--- src/rtl/load_store_unit_if.sv ---
// Bundle of the core request/response and data-memory signals around the
// load/store unit. The slave view is the unit itself; the master view is
// the environment (core plus data memory) that talks to it.
interface load_store_unit_if #(
    parameter int MEM_ADDR_W = 5
);
    // Core request
    logic                  req_valid;
    logic                  req_ready;
    logic                  req_is_store;
    logic [2:0]            req_funct3;
    logic [31:0]           req_addr;
    logic [31:0]           req_wdata;
    // Core response
    logic                  resp_valid;
    logic [31:0]           resp_rdata;
    logic                  resp_misalign;
    logic                  resp_timeout;
    // Data memory
    logic                  mem_req;
    logic                  mem_we;
    logic [MEM_ADDR_W-1:0] mem_addr;
    logic [3:0]            mem_be;
    logic [31:0]           mem_wdata;
    logic                  mem_ack;
    logic [31:0]           mem_rdata;

    modport slave (
        input  req_valid, req_is_store, req_funct3, req_addr, req_wdata,
        output req_ready,
        output resp_valid, resp_rdata, resp_misalign, resp_timeout,
        output mem_req, mem_we, mem_addr, mem_be, mem_wdata,
        input  mem_ack, mem_rdata
    );

    modport master (
        output req_valid, req_is_store, req_funct3, req_addr, req_wdata,
        input  req_ready,
        input  resp_valid, resp_rdata, resp_misalign, resp_timeout,
        input  mem_req, mem_we, mem_addr, mem_be, mem_wdata,
        output mem_ack, mem_rdata
    );
endinterface

--- src/rtl/load_store_unit.sv ---
// Memory-access stage: turns a byte-addressed RV32I load/store into a
// word-addressed, byte-enabled req/ack memory access with a timeout, and
// extends load data. Illegal or misaligned accesses never reach memory.
module load_store_unit #(
    parameter int MEM_ADDR_W = 5,
    parameter int TIMEOUT    = 16
) (
    input  logic              clk,
    input  logic              reset,
    load_store_unit_if.slave  bus
);
    localparam int CNT_W = (TIMEOUT > 1) ? $clog2(TIMEOUT) : 1;

    typedef enum logic [1:0] {IDLE, ACCESS, RESP} state_t;

    state_t                state_q, state_d;
    logic [CNT_W-1:0]      cnt_q, cnt_d;
    logic                  is_store_q, is_store_d;
    logic [2:0]            funct3_q, funct3_d;
    logic [1:0]            lane_q, lane_d;

    logic                  resp_valid_q, resp_valid_d;
    logic [31:0]           resp_rdata_q, resp_rdata_d;
    logic                  resp_misalign_q, resp_misalign_d;
    logic                  resp_timeout_q, resp_timeout_d;
    logic                  mem_req_q, mem_req_d;
    logic                  mem_we_q, mem_we_d;
    logic [MEM_ADDR_W-1:0] mem_addr_q, mem_addr_d;
    logic [3:0]            mem_be_q, mem_be_d;
    logic [31:0]           mem_wdata_q, mem_wdata_d;

    // Unsupported funct3 or a size/alignment clash.
    function automatic logic bad_req(input logic st, input logic [2:0] f3, input logic [1:0] a);
        logic illegal;
        if (st) illegal = (f3 != 3'b000) && (f3 != 3'b001) && (f3 != 3'b010);
        else    illegal = (f3 == 3'b011) || (f3 == 3'b110) || (f3 == 3'b111);
        return illegal || ((f3[1:0] == 2'b01) && a[0]) || ((f3[1:0] == 2'b10) && (a != 2'b00));
    endfunction

    function automatic logic [3:0] be_of(input logic [2:0] f3, input logic [1:0] a);
        case (f3[1:0])
            2'b00:   return 4'b0001 << a;
            2'b01:   return a[1] ? 4'b1100 : 4'b0011;
            default: return 4'b1111;
        endcase
    endfunction

    // Store data is replicated across lanes so the byte enables pick it out.
    function automatic logic [31:0] wdata_of(input logic [2:0] f3, input logic [31:0] wd);
        case (f3[1:0])
            2'b00:   return {4{wd[7:0]}};
            2'b01:   return {2{wd[15:0]}};
            default: return wd;
        endcase
    endfunction

    function automatic logic [31:0] load_ext(input logic [2:0] f3, input logic [1:0] a,
                                             input logic [31:0] rd);
        logic [31:0] sh;
        case (f3[1:0])
            2'b00: begin
                sh = rd >> {a, 3'b000};
                return f3[2] ? {24'b0, sh[7:0]} : {{24{sh[7]}}, sh[7:0]};
            end
            2'b01: begin
                sh = rd >> {a[1], 4'b0000};
                return f3[2] ? {16'b0, sh[15:0]} : {{16{sh[15]}}, sh[15:0]};
            end
            default: return rd;
        endcase
    endfunction

    // Next-state and registered-output decode.
    always_comb begin
        state_d         = state_q;
        cnt_d           = cnt_q;
        is_store_d      = is_store_q;
        funct3_d        = funct3_q;
        lane_d          = lane_q;
        resp_valid_d    = 1'b0;
        resp_rdata_d    = 32'b0;
        resp_misalign_d = 1'b0;
        resp_timeout_d  = 1'b0;
        mem_req_d       = mem_req_q;
        mem_we_d        = mem_we_q;
        mem_addr_d      = mem_addr_q;
        mem_be_d        = mem_be_q;
        mem_wdata_d     = mem_wdata_q;
        case (state_q)
            IDLE: begin
                if (bus.req_valid) begin
                    is_store_d = bus.req_is_store;
                    funct3_d   = bus.req_funct3;
                    lane_d     = bus.req_addr[1:0];
                    if (bad_req(bus.req_is_store, bus.req_funct3, bus.req_addr[1:0])) begin
                        state_d         = RESP;
                        resp_valid_d    = 1'b1;
                        resp_misalign_d = 1'b1;
                    end else begin
                        state_d     = ACCESS;
                        cnt_d       = '0;
                        mem_req_d   = 1'b1;
                        mem_we_d    = bus.req_is_store;
                        mem_addr_d  = bus.req_addr[MEM_ADDR_W+1:2];
                        mem_be_d    = be_of(bus.req_funct3, bus.req_addr[1:0]);
                        mem_wdata_d = wdata_of(bus.req_funct3, bus.req_wdata);
                    end
                end
            end
            ACCESS: begin
                if (bus.mem_ack) begin
                    state_d      = RESP;
                    mem_req_d    = 1'b0;
                    mem_we_d     = 1'b0;
                    resp_valid_d = 1'b1;
                    if (!is_store_q) resp_rdata_d = load_ext(funct3_q, lane_q, bus.mem_rdata);
                end else if (cnt_q == CNT_W'(TIMEOUT - 1)) begin
                    state_d        = RESP;
                    mem_req_d      = 1'b0;
                    mem_we_d       = 1'b0;
                    resp_valid_d   = 1'b1;
                    resp_timeout_d = 1'b1;
                end else begin
                    cnt_d = cnt_q + 1'b1;
                end
            end
            default: begin
                state_d = IDLE;
            end
        endcase
    end

    // State and output registers; reset aborts any access in flight.
    always_ff @(posedge clk) begin
        if (reset) begin
            state_q         <= IDLE;
            cnt_q           <= '0;
            is_store_q      <= 1'b0;
            funct3_q        <= 3'b0;
            lane_q          <= 2'b0;
            resp_valid_q    <= 1'b0;
            resp_rdata_q    <= 32'b0;
            resp_misalign_q <= 1'b0;
            resp_timeout_q  <= 1'b0;
            mem_req_q       <= 1'b0;
            mem_we_q        <= 1'b0;
            mem_addr_q      <= '0;
            mem_be_q        <= 4'b0;
            mem_wdata_q     <= 32'b0;
        end else begin
            state_q         <= state_d;
            cnt_q           <= cnt_d;
            is_store_q      <= is_store_d;
            funct3_q        <= funct3_d;
            lane_q          <= lane_d;
            resp_valid_q    <= resp_valid_d;
            resp_rdata_q    <= resp_rdata_d;
            resp_misalign_q <= resp_misalign_d;
            resp_timeout_q  <= resp_timeout_d;
            mem_req_q       <= mem_req_d;
            mem_we_q        <= mem_we_d;
            mem_addr_q      <= mem_addr_d;
            mem_be_q        <= mem_be_d;
            mem_wdata_q     <= mem_wdata_d;
        end
    end

    assign bus.req_ready     = (state_q == IDLE);
    assign bus.resp_valid    = resp_valid_q;
    assign bus.resp_rdata    = resp_rdata_q;
    assign bus.resp_misalign = resp_misalign_q;
    assign bus.resp_timeout  = resp_timeout_q;
    assign bus.mem_req       = mem_req_q;
    assign bus.mem_we        = mem_we_q;
    assign bus.mem_addr      = mem_addr_q;
    assign bus.mem_be        = mem_be_q;
    assign bus.mem_wdata     = mem_wdata_q;
endmodule

--- src/flat_wrapper.sv ---
// flat-port wrapper written by rule: the top's interface ports become plain ports
module load_store_unit_flat 
#(
    parameter int MEM_ADDR_W = 5,
    parameter int TIMEOUT    = 16
)
  (clk, reset, bus_req_valid, bus_req_is_store, bus_req_funct3, bus_req_addr, bus_req_wdata, bus_req_ready, bus_resp_valid, bus_resp_rdata, bus_resp_misalign, bus_resp_timeout, bus_mem_req, bus_mem_we, bus_mem_addr, bus_mem_be, bus_mem_wdata, bus_mem_ack, bus_mem_rdata);
  load_store_unit_if #(.MEM_ADDR_W(MEM_ADDR_W)) bus_i ();
  input  logic clk;
  input  logic reset;
  input wire logic [$bits(bus_i.req_valid)-1:0] bus_req_valid;
  input wire logic [$bits(bus_i.req_is_store)-1:0] bus_req_is_store;
  input wire logic [$bits(bus_i.req_funct3)-1:0] bus_req_funct3;
  input wire logic [$bits(bus_i.req_addr)-1:0] bus_req_addr;
  input wire logic [$bits(bus_i.req_wdata)-1:0] bus_req_wdata;
  output wire logic [$bits(bus_i.req_ready)-1:0] bus_req_ready;
  output wire logic [$bits(bus_i.resp_valid)-1:0] bus_resp_valid;
  output wire logic [$bits(bus_i.resp_rdata)-1:0] bus_resp_rdata;
  output wire logic [$bits(bus_i.resp_misalign)-1:0] bus_resp_misalign;
  output wire logic [$bits(bus_i.resp_timeout)-1:0] bus_resp_timeout;
  output wire logic [$bits(bus_i.mem_req)-1:0] bus_mem_req;
  output wire logic [$bits(bus_i.mem_we)-1:0] bus_mem_we;
  output wire logic [$bits(bus_i.mem_addr)-1:0] bus_mem_addr;
  output wire logic [$bits(bus_i.mem_be)-1:0] bus_mem_be;
  output wire logic [$bits(bus_i.mem_wdata)-1:0] bus_mem_wdata;
  input wire logic [$bits(bus_i.mem_ack)-1:0] bus_mem_ack;
  input wire logic [$bits(bus_i.mem_rdata)-1:0] bus_mem_rdata;
  assign bus_i.req_valid = bus_req_valid;
  assign bus_i.req_is_store = bus_req_is_store;
  assign bus_i.req_funct3 = bus_req_funct3;
  assign bus_i.req_addr = bus_req_addr;
  assign bus_i.req_wdata = bus_req_wdata;
  assign bus_req_ready = bus_i.req_ready;
  assign bus_resp_valid = bus_i.resp_valid;
  assign bus_resp_rdata = bus_i.resp_rdata;
  assign bus_resp_misalign = bus_i.resp_misalign;
  assign bus_resp_timeout = bus_i.resp_timeout;
  assign bus_mem_req = bus_i.mem_req;
  assign bus_mem_we = bus_i.mem_we;
  assign bus_mem_addr = bus_i.mem_addr;
  assign bus_mem_be = bus_i.mem_be;
  assign bus_mem_wdata = bus_i.mem_wdata;
  assign bus_i.mem_ack = bus_mem_ack;
  assign bus_i.mem_rdata = bus_mem_rdata;
  load_store_unit #(.MEM_ADDR_W(MEM_ADDR_W), .TIMEOUT(TIMEOUT)) u_core (.clk(clk), .reset(reset), .bus(bus_i));
endmodule
--- config.mk ---
export PLATFORM = sky130hd
export DESIGN_NAME = load_store_unit_flat
export DESIGN_NICKNAME = d
export VERILOG_FILES = /design/src/rtl/load_store_unit_if.sv /design/src/rtl/load_store_unit.sv /design/src/flat_wrapper.sv
export SDC_FILE = /design/constraint.sdc
export NUM_CORES = 1
export LEC_CHECK = 0
export BUFFER_PORTS_ARGS = -buffer_cell sky130_fd_sc_hd__buf_2
export CAP_MARGIN = 15
export CELL_PAD_IN_SITES_DETAIL_PLACEMENT = 1
export CELL_PAD_IN_SITES_GLOBAL_PLACEMENT = 1
export CORE_UTILIZATION = 25
export DETAILED_ROUTE_END_ITERATION = 12
export PLACE_DENSITY = 0.65
export REMOVE_ABC_BUFFERS = 1
export SYNTH_ARGS = -nofsm -noshare
export SYNTH_HDL_FRONTEND = slang
export SYNTH_SLANG_ARGS = --single-unit
--- constraint.sdc ---
create_clock -name clk -period 1.9 [get_ports clk]
set_input_delay 0.38 -clock clk [delete_from_list [all_inputs] [get_ports clk]]
set_output_delay 0.38 -clock clk [all_outputs]
set_load 0.05 [all_outputs]
; After elaboration in Yosys (flattened, before gate mapping)
; Cells that the tools add are included.
[word_totals]
ff_bits = 90
in_bits = 104
out_inout_bits = 79
[op_classes]
add_sub_neg = 1
n_eq_ne = 15
n_shift = 3
mux = 32
bitwise = 4
n_reduce_logical = 22
[ops]
columns = cell, n
row1 = $pmux W32 S2, 2
row2 = $mux W32, 2
row3 = $shr A32 B5 Y16, 1
row4 = $shr A32 B5 Y8, 1
row5 = $mux W4, 5
row6 = $pmux W4 S2, 2
row7 = $mux W1, 13
row8 = $mux W2, 4
row9 = $ne A2 B2 Y1 const B, 4
row10 = $eq A2 B1 Y1 const B, 3
row11 = $eq A3 B3 Y1 const B, 2
row12 = $logic_not A2 Y1, 3
row13 = $ne A3 B2 Y1 const B, 2
row14 = $pmux W1 S2, 3
row15 = $reduce_and A5 Y1, 1
row16 = $add A4 B1 Y4 const B, 1
row17 = $eq A4 B4 Y1 const B, 1
row18 = $logic_and A1 B1 Y1, 4
row19 = $logic_or A1 B1 Y1, 4
row20 = $not A1 Y1, 4
row21 = $pmux W2 S2, 1
row22 = $reduce_and A2 Y1, 2
row23 = $reduce_and A4 Y1, 1
row24 = $reduce_bool A2 Y1, 2
row25 = 9 further kinds, 9

; Depth between registers and ports, before layout
; Gate-level depths: netlist of the first run.
[logic_depth]
ltp_word = 11
ltp_mapped = 7
ltp_nobuf = 5

; Least setup slack after synthesis of the first run
; OpenSTA, ideal clock, no wires.
[synth_path]
kind = reg2reg
start = reg u_core.state_q[0]
end = reg u_core.resp_valid_q, in the netlist u_core.bus.resp_valid
setup_ns = 0.058
arrival_ns = 1.929
required_time_ns = 1.842
path_slack_ns = -0.087
path_stages_with_launch = 6
n_path_buf = 1
period_less_slack_ns = 1.987
cell_sequence = dfxtp_1 buf_2 nor2_1 nand2_1 nor4_1 a21o_1
[synth_via]
elab_chain_cells = 2
[synth_lines]
columns = element, line_no
row1 = start: declaration, load_store_unit.sv:16  ; state_t state_q, state_d;
row2 = start signal: assignment, load_store_unit.sv:151  ; state_q <= state_d;
row3 = $logic_not A2 Y1, n/a
row4 = named net bus_req_ready, flat_wrapper.sv:16  ; output wire logic [$bits(bus_i.req_ready)-1:0] bus_req_ready;
row5 = $pmux W1 S2, load_store_unit.sv:89  ; case (state_q)
row6 = end signal: assignment, load_store_unit.sv:156  ; resp_valid_q <= resp_valid_d;
row7 = end: declaration, load_store_unit.sv:22  ; logic resp_valid_q, resp_valid_d;
; The timed path passes the listed nets, and every way through them passes these cells.
; A chain may end at the register's enable or synchronous reset.

; Final worst setup path of the first run
[layout_path]
start = reg u_core.lane_q[1]
end = reg u_core.resp_rdata_q[10], in the netlist u_core.bus.resp_rdata[10]
[layout_via]
elab_chain_cells = 3
[layout_lines]
columns = element, line_no
row1 = start: declaration, load_store_unit.sv:20  ; logic [1:0] lane_q, lane_d;
row2 = start signal: assignment, load_store_unit.sv:155  ; lane_q <= lane_d;
row3 = $shr A32 B5 Y16 or $shr A32 B5 Y8 (tied branches), "load_store_unit.sv:66, load_store_unit.sv:62"
row4 = $mux W32 (on tied branches), "load_store_unit.sv:67, load_store_unit.sv:63"
row5 = $pmux W32 S2 *, load_store_unit.sv:60  ; case (f3[1:0])
row6 = end signal: assignment, load_store_unit.sv:157  ; resp_rdata_q <= resp_rdata_d;
row7 = end: declaration, load_store_unit.sv:23  ; logic [31:0] resp_rdata_q, resp_rdata_d;
; Every way passes the cells marked *; elsewhere a longest branch is shown, timed or not.

==> flow_summary_export.csv, run 1 <==
group,metric,value,unit
timing,worst-slew-pin-transition,0.866,ns
setup_path,worst_setup_path_end_kind,"flop",
min_path,timing.hold.worst.class,"primary input to flop",
logic_synthesis,post_synth_mux_area_share,0.0808,
clock_network,cts_num_sinks,90,
pwr,switchingPower,1.40,mW
logic_synthesis,ys_async_sr_fraction,0,
logic_synthesis,postSynthRegisterBits,90,
route,avgRoutedWirePerCell,15.3,um
clock_network,clk_transition_reported_paths,0.07,ns
logic_synthesis,yosys.area_share.simple,0.199,
route,drt_pass1_iterations,6,
final_layout,insertedDiodeCount,0,
global_route,total_routing_resource_utilization_after_global_routing,0.157,
timing,maxSlewViolCount,0,
pwr,vdd_ir_drop_max,0.361,mV
logic_synthesis,syn_avg_cell_area,8.74,um^2
setup_path,setup.worst_path.start_class,"flop",
floorplanning,floorplan.core_area,0.0153,mm^2
placed_design,port_buffers,157,
logic_synthesis,synthAdderAreaFrac,0.00318,
logic_synthesis,synthesized_area_fraction_occupied_by_ao_oa_aoi_and_oai_cells,0.208,
pwr,p_leak,2.32,nW
logic_synthesis,synth_top_cell_area_share,0.458,
route,antenna_violating_nets_post_route,0,
route,drt_iter0_drc,143,
timing,finClkSkew,0.00789,ns
setup_path,cp_data_arrival_time,2.00,ns
floorplanning,dieArea,0.0162,mm^2
clock_network,cts_tree,"built",
setup_path,worstPathMaxFanout,8,
clock_network,clkLatencyLatePin,0.34,ns
logic_synthesis,synthesis.area,0.00394,mm^2
pwr,clock_network_fraction_of_design_power,0.374,
clock_network,cts_hold_buffers,0,
logic_synthesis,post_synth_main_area_contributors,"sky130_fd_sc_hd__dfxtp_1 46%, sky130_fd_sc_hd__nand2_1 9.0%, sky130_fd_sc_hd__mux2i_1 7.1%",
floorplanning,io_pins,183,
timing,timing.final.setup_violations,0,
logic_synthesis,dominantRegCellSynth,"sky130_fd_sc_hd__dfxtp_1",
final_layout,fillCellCount,1854,
logic_synthesis,dominant_combinational_cell_family_by_area_after_synthesis,"compound AO/OA/AOI/OAI gates",
timing,rsz0062_at_grt,"no",
timing,final-hold-violation-count,0,
run,max_cap_viol_count,0,
final_layout,multi_input_comb_area,0.00194,mm^2
global_route,first_global_vias,3889,
timing,finalCriticalPeriod,1.72,ns
final_layout,area.growth.synth_to_final,33.1,%
logic_synthesis,synth_top_area_cell,"sky130_fd_sc_hd__dfxtp_1",
logic_synthesis,ys_seq_area_frac,0.458,
pwr,internal_power,3.19,mW
outcome,run_status,"complete, no violations",
floorplanning,effective_utilization_at_floorplan,0.258,
placed_design,place.gp.congestion,0.758,
global_route,number_of_antenna_violations_at_the_first_check_in_global_routing,2,
clock_network,cts_max_path_buffers,2,
global_route,grt_start_max_net_pins,54,
timing,setup_ws,0.175,ns
route,routed_wirelength,12500,um
final_layout,finalInstanceArea,0.00524,mm^2
timing,final_min_period_over_clock_period,0.908,
clock_network,cts.root.buffer_cell,"sky130_fd_sc_hd__clkbuf_16",
clock_network,post-cts-setup-buffer-count,0,
global_route,grt_overflow,0,
placed_design,pre_cts_ws,0.120,ns
setup_path,crit_type,"flop to flop",
logic_synthesis,netlist_instances,450,
final_layout,final_cell_mix,"157 x sky130_fd_sc_hd__buf_2, 94 x sky130_fd_sc_hd__nand2_1, 90 x sky130_fd_sc_hd__dfxtp_1, 43 x sky130_fd_sc_hd__a21oi_1, 29 x sky130_fd_sc_hd__nor2_1",
placed_design,detailed_place.area,0.00495,mm^2
clock_network,post_cts_resize_count,0,
logic_synthesis,synth_xor_area_frac,0,
floorplanning,die-width,127,um
logic_synthesis,synth_enable_flop_cells,0,
route,avgViaCountPerCell,4.63,
timing,max_freq,580,MHz
clock_network,ctsHtreeMaxLevel,3,
timing,timing.max_slew.rel_slack,0.418,
global_route,grt_first_pass_wirelength,20000,um
final_layout,finalNetCount,705,
setup_path,critPathRequiredTime,2.18,ns
pwr,power_density,878,mW/mm^2
pwr,fin_total_pwr,4.60,mW
logic_synthesis,yosysUniqueCellTypes,44,
pwr,seqPwrFrac,0.438,
logic_synthesis,synth-warning-count,0,
pwr,netSwitchingFraction,0.305,
placed_design,detailed_place_hpwl,9260,um
final_layout,final_layout_size_suffix_gt1_frac,0.364,
final_layout,seqCellArea,0.00180,mm^2
floorplanning,dieHeight,127,um
clock_network,cts-buffers-inserted,9,
route,via_count,3779,
floorplanning,core.rowCount,45,
pwr,power.share.combinational,0.188,
final_layout,final_common_cell,"sky130_fd_sc_hd__buf_2",
route,dr_drc_count,0,
power groups by stage:
stage	clock network [mW]	registers, mW	logic, mW
after floorplan	0	2.28	0.299
after global placement	0	2.05	0.855
after detailed placement	0	2.05	0.874
after CTS	1.79	2.01	0.876
after global routing	1.87	2.02	0.939
final	1.72	2.01	0.865
cell usage after synthesis (9+ instances only):
cell type and count:
sky130_fd_sc_hd__a211oi_1 9, sky130_fd_sc_hd__a21oi_1 43, sky130_fd_sc_hd__a311oi_1 9, sky130_fd_sc_hd__buf_2 13
sky130_fd_sc_hd__clkbuf_1 19, sky130_fd_sc_hd__dfxtp_1 90, sky130_fd_sc_hd__mux2i_1 28, sky130_fd_sc_hd__nand2_1 94
sky130_fd_sc_hd__nand2b_1 9, sky130_fd_sc_hd__nor2_1 29, sky130_fd_sc_hd__nor2b_1 9, sky130_fd_sc_hd__o21ai_0 20
metrics by stage:
stage / TNS [ns] / util / instances / hold WS (ns)
finish: 0 / 0.343 / 816 / 0.253
global route: 0 / 0.343 / 816 / 0.251
CTS: 0 / 0.343 / 816 / 0.244
detailed placement: 0 / 0.325 / 800 / 0.451
global placement: 0 / 0.325 / 800 / 0.441
floorplan: -13.84 / - / 413 / 0.449
final timing paths:
path | start | endpoint | slack [ns] | depth (start not counted)
hold / removal | bus_mem_ack | u_core.bus.resp_timeout$_SDFF_PP0_ | 0.25 | 2
setup / recovery | u_core.lane_q[1]$_SDFFE_PP0P_ | u_core.bus.resp_rdata[10]$_SDFF_PP0_ | 0.18 | 4
setup reg to reg | u_core.lane_q[1]$_SDFFE_PP0P_ | u_core.bus.resp_rdata[10]$_SDFF_PP0_ | 0.18 | 4
hold reg to reg | u_core.bus.mem_addr[4]$_SDFFE_PP0P_ | u_core.bus.mem_addr[4]$_SDFFE_PP0P_ | 0.46 | 2
state kept, by name, indices dropped and copies added, names as in the netlist:
name	flops
u_core.bus.mem_req	1
u_core.bus.mem_wdata	32
u_core.state_q	2
u_core.bus.resp_misalign	1
u_core.cnt_q	4
u_core.bus.resp_valid	1
u_core.bus.resp_rdata	32
u_core.lane_q	2
u_core.bus.mem_be	4
u_core.bus.mem_we	1
u_core.bus.mem_addr	5
u_core.is_store_q	1
u_core.funct3_q	3
u_core.bus.resp_timeout	1
critical path, cell delays in order, from the launching register on:
cell and delay (ns):
sky130_fd_sc_hd__dfxtp_1 0.41, sky130_fd_sc_hd__mux2_2 0.23, sky130_fd_sc_hd__mux2i_1 0.09, sky130_fd_sc_hd__nor4_2 0.66, sky130_fd_sc_hd__o311a_1 0.27
logic make-up (layout without fill, tap and decap cells):
kind of cell,count (synthesis),after routing
simple gates,169,169
compound gates,119,119
fa+ha+maj,1,1
mux,31,31
flops,90,90
buf+inv,40,195
layout make-up:
cell class	instances	share of cell area
clock buffers	12	0.0490
clock inverters	4	0.00502
inverters	3	0.00215
multi-input cells	320	0.370
flip-flops and latches	90	0.344
well taps	211	0.0504
repair buffers	176	0.180
metal layers:
| metal | share of wire | up-vias | global-route usage |
|---|---|---|---|
| met2 | 0.44 | 146 | 0.248 |
| li1 | - | 1868 | - |
| met4 | 0.016 | 4 | 0.0595 |
| met5 | 0.0018 | - | 0 |
| met3 | 0.096 | 18 | 0.0616 |
| met1 | 0.45 | 1743 | 0.191 |
No activity file was read; power rests on OpenSTA's default activity.
==> inputs of run 2 (changes only) <==
clock period = 2.08 ns   (was 1.9 ns; I/O delays follow)
==> run 2 against run 1 <==
Effect of this change: die area did not move; critical endpoint is now u_core.bus.resp_rdata[9]$_SDFF_PP0_; critical path type unchanged; clock skew shrank 0.0030 ns; largest cell class unchanged; largest power group unchanged; combinational power down 9.8%; via count shrank 0.50%; final area shrank 0.76%; sequential power shrank 8%; highest routed layer unchanged.
==> flow_summary_export.csv, run 2 (same netlist as run 1, synthesis figures left out) <==
group,metric,value,unit
clock_network,cts_hold_buffers,0,
setup_path,cell_chain_of_the_critical_path,"mux2_2 -> mux2i_1 -> nor4_2 -> o311a_1",
route,drt_iter0_drc,120,
pwr,p_leak,2.29,nW
clock_network,ctsHtreeMaxLevel,3,
setup_path,rr_worst_depth,4,
outcome,run_status,"complete, no violations",
floorplanning,effective_utilization_at_floorplan,0.258,
min_path,timing.hold.worst.class,"primary input to flop",
route,via_count,3760,
route,dr_drc_count,0,
clock_network,cts_num_sinks,90,
route,avgRoutedWirePerCell,15.3,um
pwr,fin_total_pwr,4.17,mW
placed_design,place.gp.congestion,0.757,
pwr,netSwitchingFraction,0.303,
final_layout,multi_input_comb_area,0.00194,mm^2
final_layout,seqCellArea,0.00180,mm^2
floorplanning,core.rowCount,45,
min_path,worst_hold_startpoint,"bus_mem_ack",
setup_path,cp_data_arrival_time,2.01,ns
pwr,clock_network_fraction_of_design_power,0.371,
run,max_cap_viol_count,0,
route,antenna_violating_nets_post_route,0,
floorplanning,floorplan.core_area,0.0153,mm^2
floorplanning,dieArea,0.0162,mm^2
global_route,total_routing_resource_utilization_after_global_routing,0.157,
setup_path,path_delay_family,"simple AND/OR/NAND/NOR gates",
pwr,seqPwrFrac,0.441,
timing,max_freq,580,MHz
placed_design,port_buffers,157,
min_path,hold_path_depth,2,
min_path,end_of_the_worst_hold_path,"u_core.bus.resp_timeout$_SDFF_PP0_",
setup_path,worstPathBufferInverterCount,0,
route,drt_pass1_iterations,4,
route,avgViaCountPerCell,4.64,
clock_network,cts-buffers-inserted,9,
pwr,vdd_ir_drop_max,0.419,mV
timing,worst-slew-pin-transition,0.884,ns
setup_path,critPathRequiredTime,2.36,ns
timing,finalCriticalPeriod,1.72,ns
setup_path,timing.rr.end,"u_core.bus.resp_rdata[9]$_SDFF_PP0_",
global_route,grt_start_max_net_pins,42,
timing,final-hold-violation-count,0,
setup_path,reg2reg_slack,0.36,ns
final_layout,insertedDiodeCount,0,
setup_path,worst_setup_path_end_kind,"flop",
final_layout,final_common_cell,"sky130_fd_sc_hd__buf_2",
setup_path,setup.worst_path.start_class,"flop",
pwr,switchingPower,1.26,mW
timing,timing.final.setup_violations,0,
clock_network,clkLatencyLatePin,0.34,ns
global_route,first_global_vias,3918,
final_layout,area.growth.synth_to_final,32.1,%
setup_path,critical_path.reg2reg.startpoint,"u_core.lane_q[1]$_SDFFE_PP0P_",
setup_path,worstPathMaxFanout,8,
pwr,internal_power,2.90,mW
pwr,power.share.combinational,0.187,
timing,finClkSkew,0.00494,ns
placed_design,detailed_place.area,0.00492,mm^2
clock_network,cts_max_path_buffers,2,
final_layout,final_cell_mix,"157 x sky130_fd_sc_hd__buf_2, 94 x sky130_fd_sc_hd__nand2_1, 90 x sky130_fd_sc_hd__dfxtp_1, 43 x sky130_fd_sc_hd__a21oi_1, 29 x sky130_fd_sc_hd__nor2_1",
placed_design,detailed_place_hpwl,9040,um
global_route,number_of_antenna_violations_at_the_first_check_in_global_routing,1,
setup_path,cp_slowest_cell,"sky130_fd_sc_hd__nor4_2",
final_layout,finalInstanceArea,0.00520,mm^2
clock_network,cts_tree,"built",
clock_network,cts.root.buffer_cell,"sky130_fd_sc_hd__clkbuf_16",
route,routed_wirelength,12400,um
floorplanning,dieHeight,127,um
timing,timing.max_slew.rel_slack,0.406,
clock_network,clk_transition_reported_paths,0.06,ns
clock_network,post-cts-setup-buffer-count,0,
final_layout,final_layout_size_suffix_gt1_frac,0.357,
pwr,power_density,801,mW/mm^2
final_layout,fillCellCount,1848,
timing,rsz0062_at_grt,"no",
timing,hold-worst-slack,0.292,ns
final_layout,finalNetCount,701,
global_route,grt_overflow,0,
timing,final_min_period_over_clock_period,0.828,
clock_network,post_cts_resize_count,0,
global_route,grt_first_pass_wirelength,19900,um
setup_path,crit_type,"flop to flop",
setup_path,cp_slowest_stage_delay,0.67,ns
timing,maxSlewViolCount,0,
floorplanning,die-width,127,um
floorplanning,io_pins,183,
==> run 2: area by class of cell <==
type / count / share of cell area
clock buffers: 13 / 0.0501
inverters: 3 / 0.00217
repair buffers: 172 / 0.175
clock inverters: 2 / 0.00241
well taps: 211 / 0.0508
multi-input cells: 320 / 0.373
flip-flops and latches: 90 / 0.347
==> run 2: per-stage QoR <==
| stage | util | TNS (ns) | setup slack (ns) | instances |
|---|---|---|---|---|
| floorplan | - | -7.14 | -0.211 | 413 |
| global placement | 0.323 | 0 | 0.277 | 796 |
| detailed placement | 0.323 | 0 | 0.236 | 796 |
| CTS | 0.341 | 0 | 0.290 | 811 |
| global route | 0.341 | 0 | 0.215 | 811 |
| finish | 0.341 | 0 | 0.357 | 811 |
==> run 2: routing by layer <==
layer / vias up / share of wire / track usage
met5: - / 0.0010 / 0
met1: 1749 / 0.45 / 0.188
li1: 1858 / - / -
met4: 2 / 0.016 / 0.0651
met2: 137 / 0.44 / 0.253
met3: 14 / 0.096 / 0.0595
==> run 2: worst max-delay path by stage <==
stage | start | to | cells past startpoint
2_1_floorplan | bus_req_addr[0] | u_core.bus.mem_be[3]$_SDFFE_PP0P_ | 4
3_3_place_gp | bus_req_addr[0] | u_core.bus.mem_addr[3]$_SDFFE_PP0P_ | 7
3_5_place_dp | bus_mem_rdata[31] | u_core.bus.resp_rdata[9]$_SDFF_PP0_ | 5
4_1_cts | u_core.lane_q[1]$_SDFFE_PP0P_ | u_core.bus.resp_rdata[9]$_SDFF_PP0_ | 4
5_1_grt | u_core.lane_q[1]$_SDFFE_PP0P_ | u_core.bus.resp_rdata[9]$_SDFF_PP0_ | 4
6_report | u_core.lane_q[1]$_SDFFE_PP0P_ | u_core.bus.resp_rdata[9]$_SDFF_PP0_ | 4
==> run 2: power by group through the flow <==
| stage | Clock [mW] | Combinational [mW] | Sequential [mW] |
|---|---|---|---|
| after floorplan | 0 | 0.273 | 2.08 |
| after global placement | 0 | 0.773 | 1.87 |
| after detailed placement | 0 | 0.789 | 1.88 |
| after CTS | 1.62 | 0.792 | 1.84 |
| after global routing | 1.67 | 0.849 | 1.85 |
| final | 1.55 | 0.780 | 1.84 |
==> run 2: worst register-to-register path: stages (launching register included) <==
cell and delay [ns]:
sky130_fd_sc_hd__dfxtp_1 0.41, sky130_fd_sc_hd__mux2_2 0.22, sky130_fd_sc_hd__mux2i_1 0.09, sky130_fd_sc_hd__nor4_2 0.67, sky130_fd_sc_hd__o311a_1 0.27
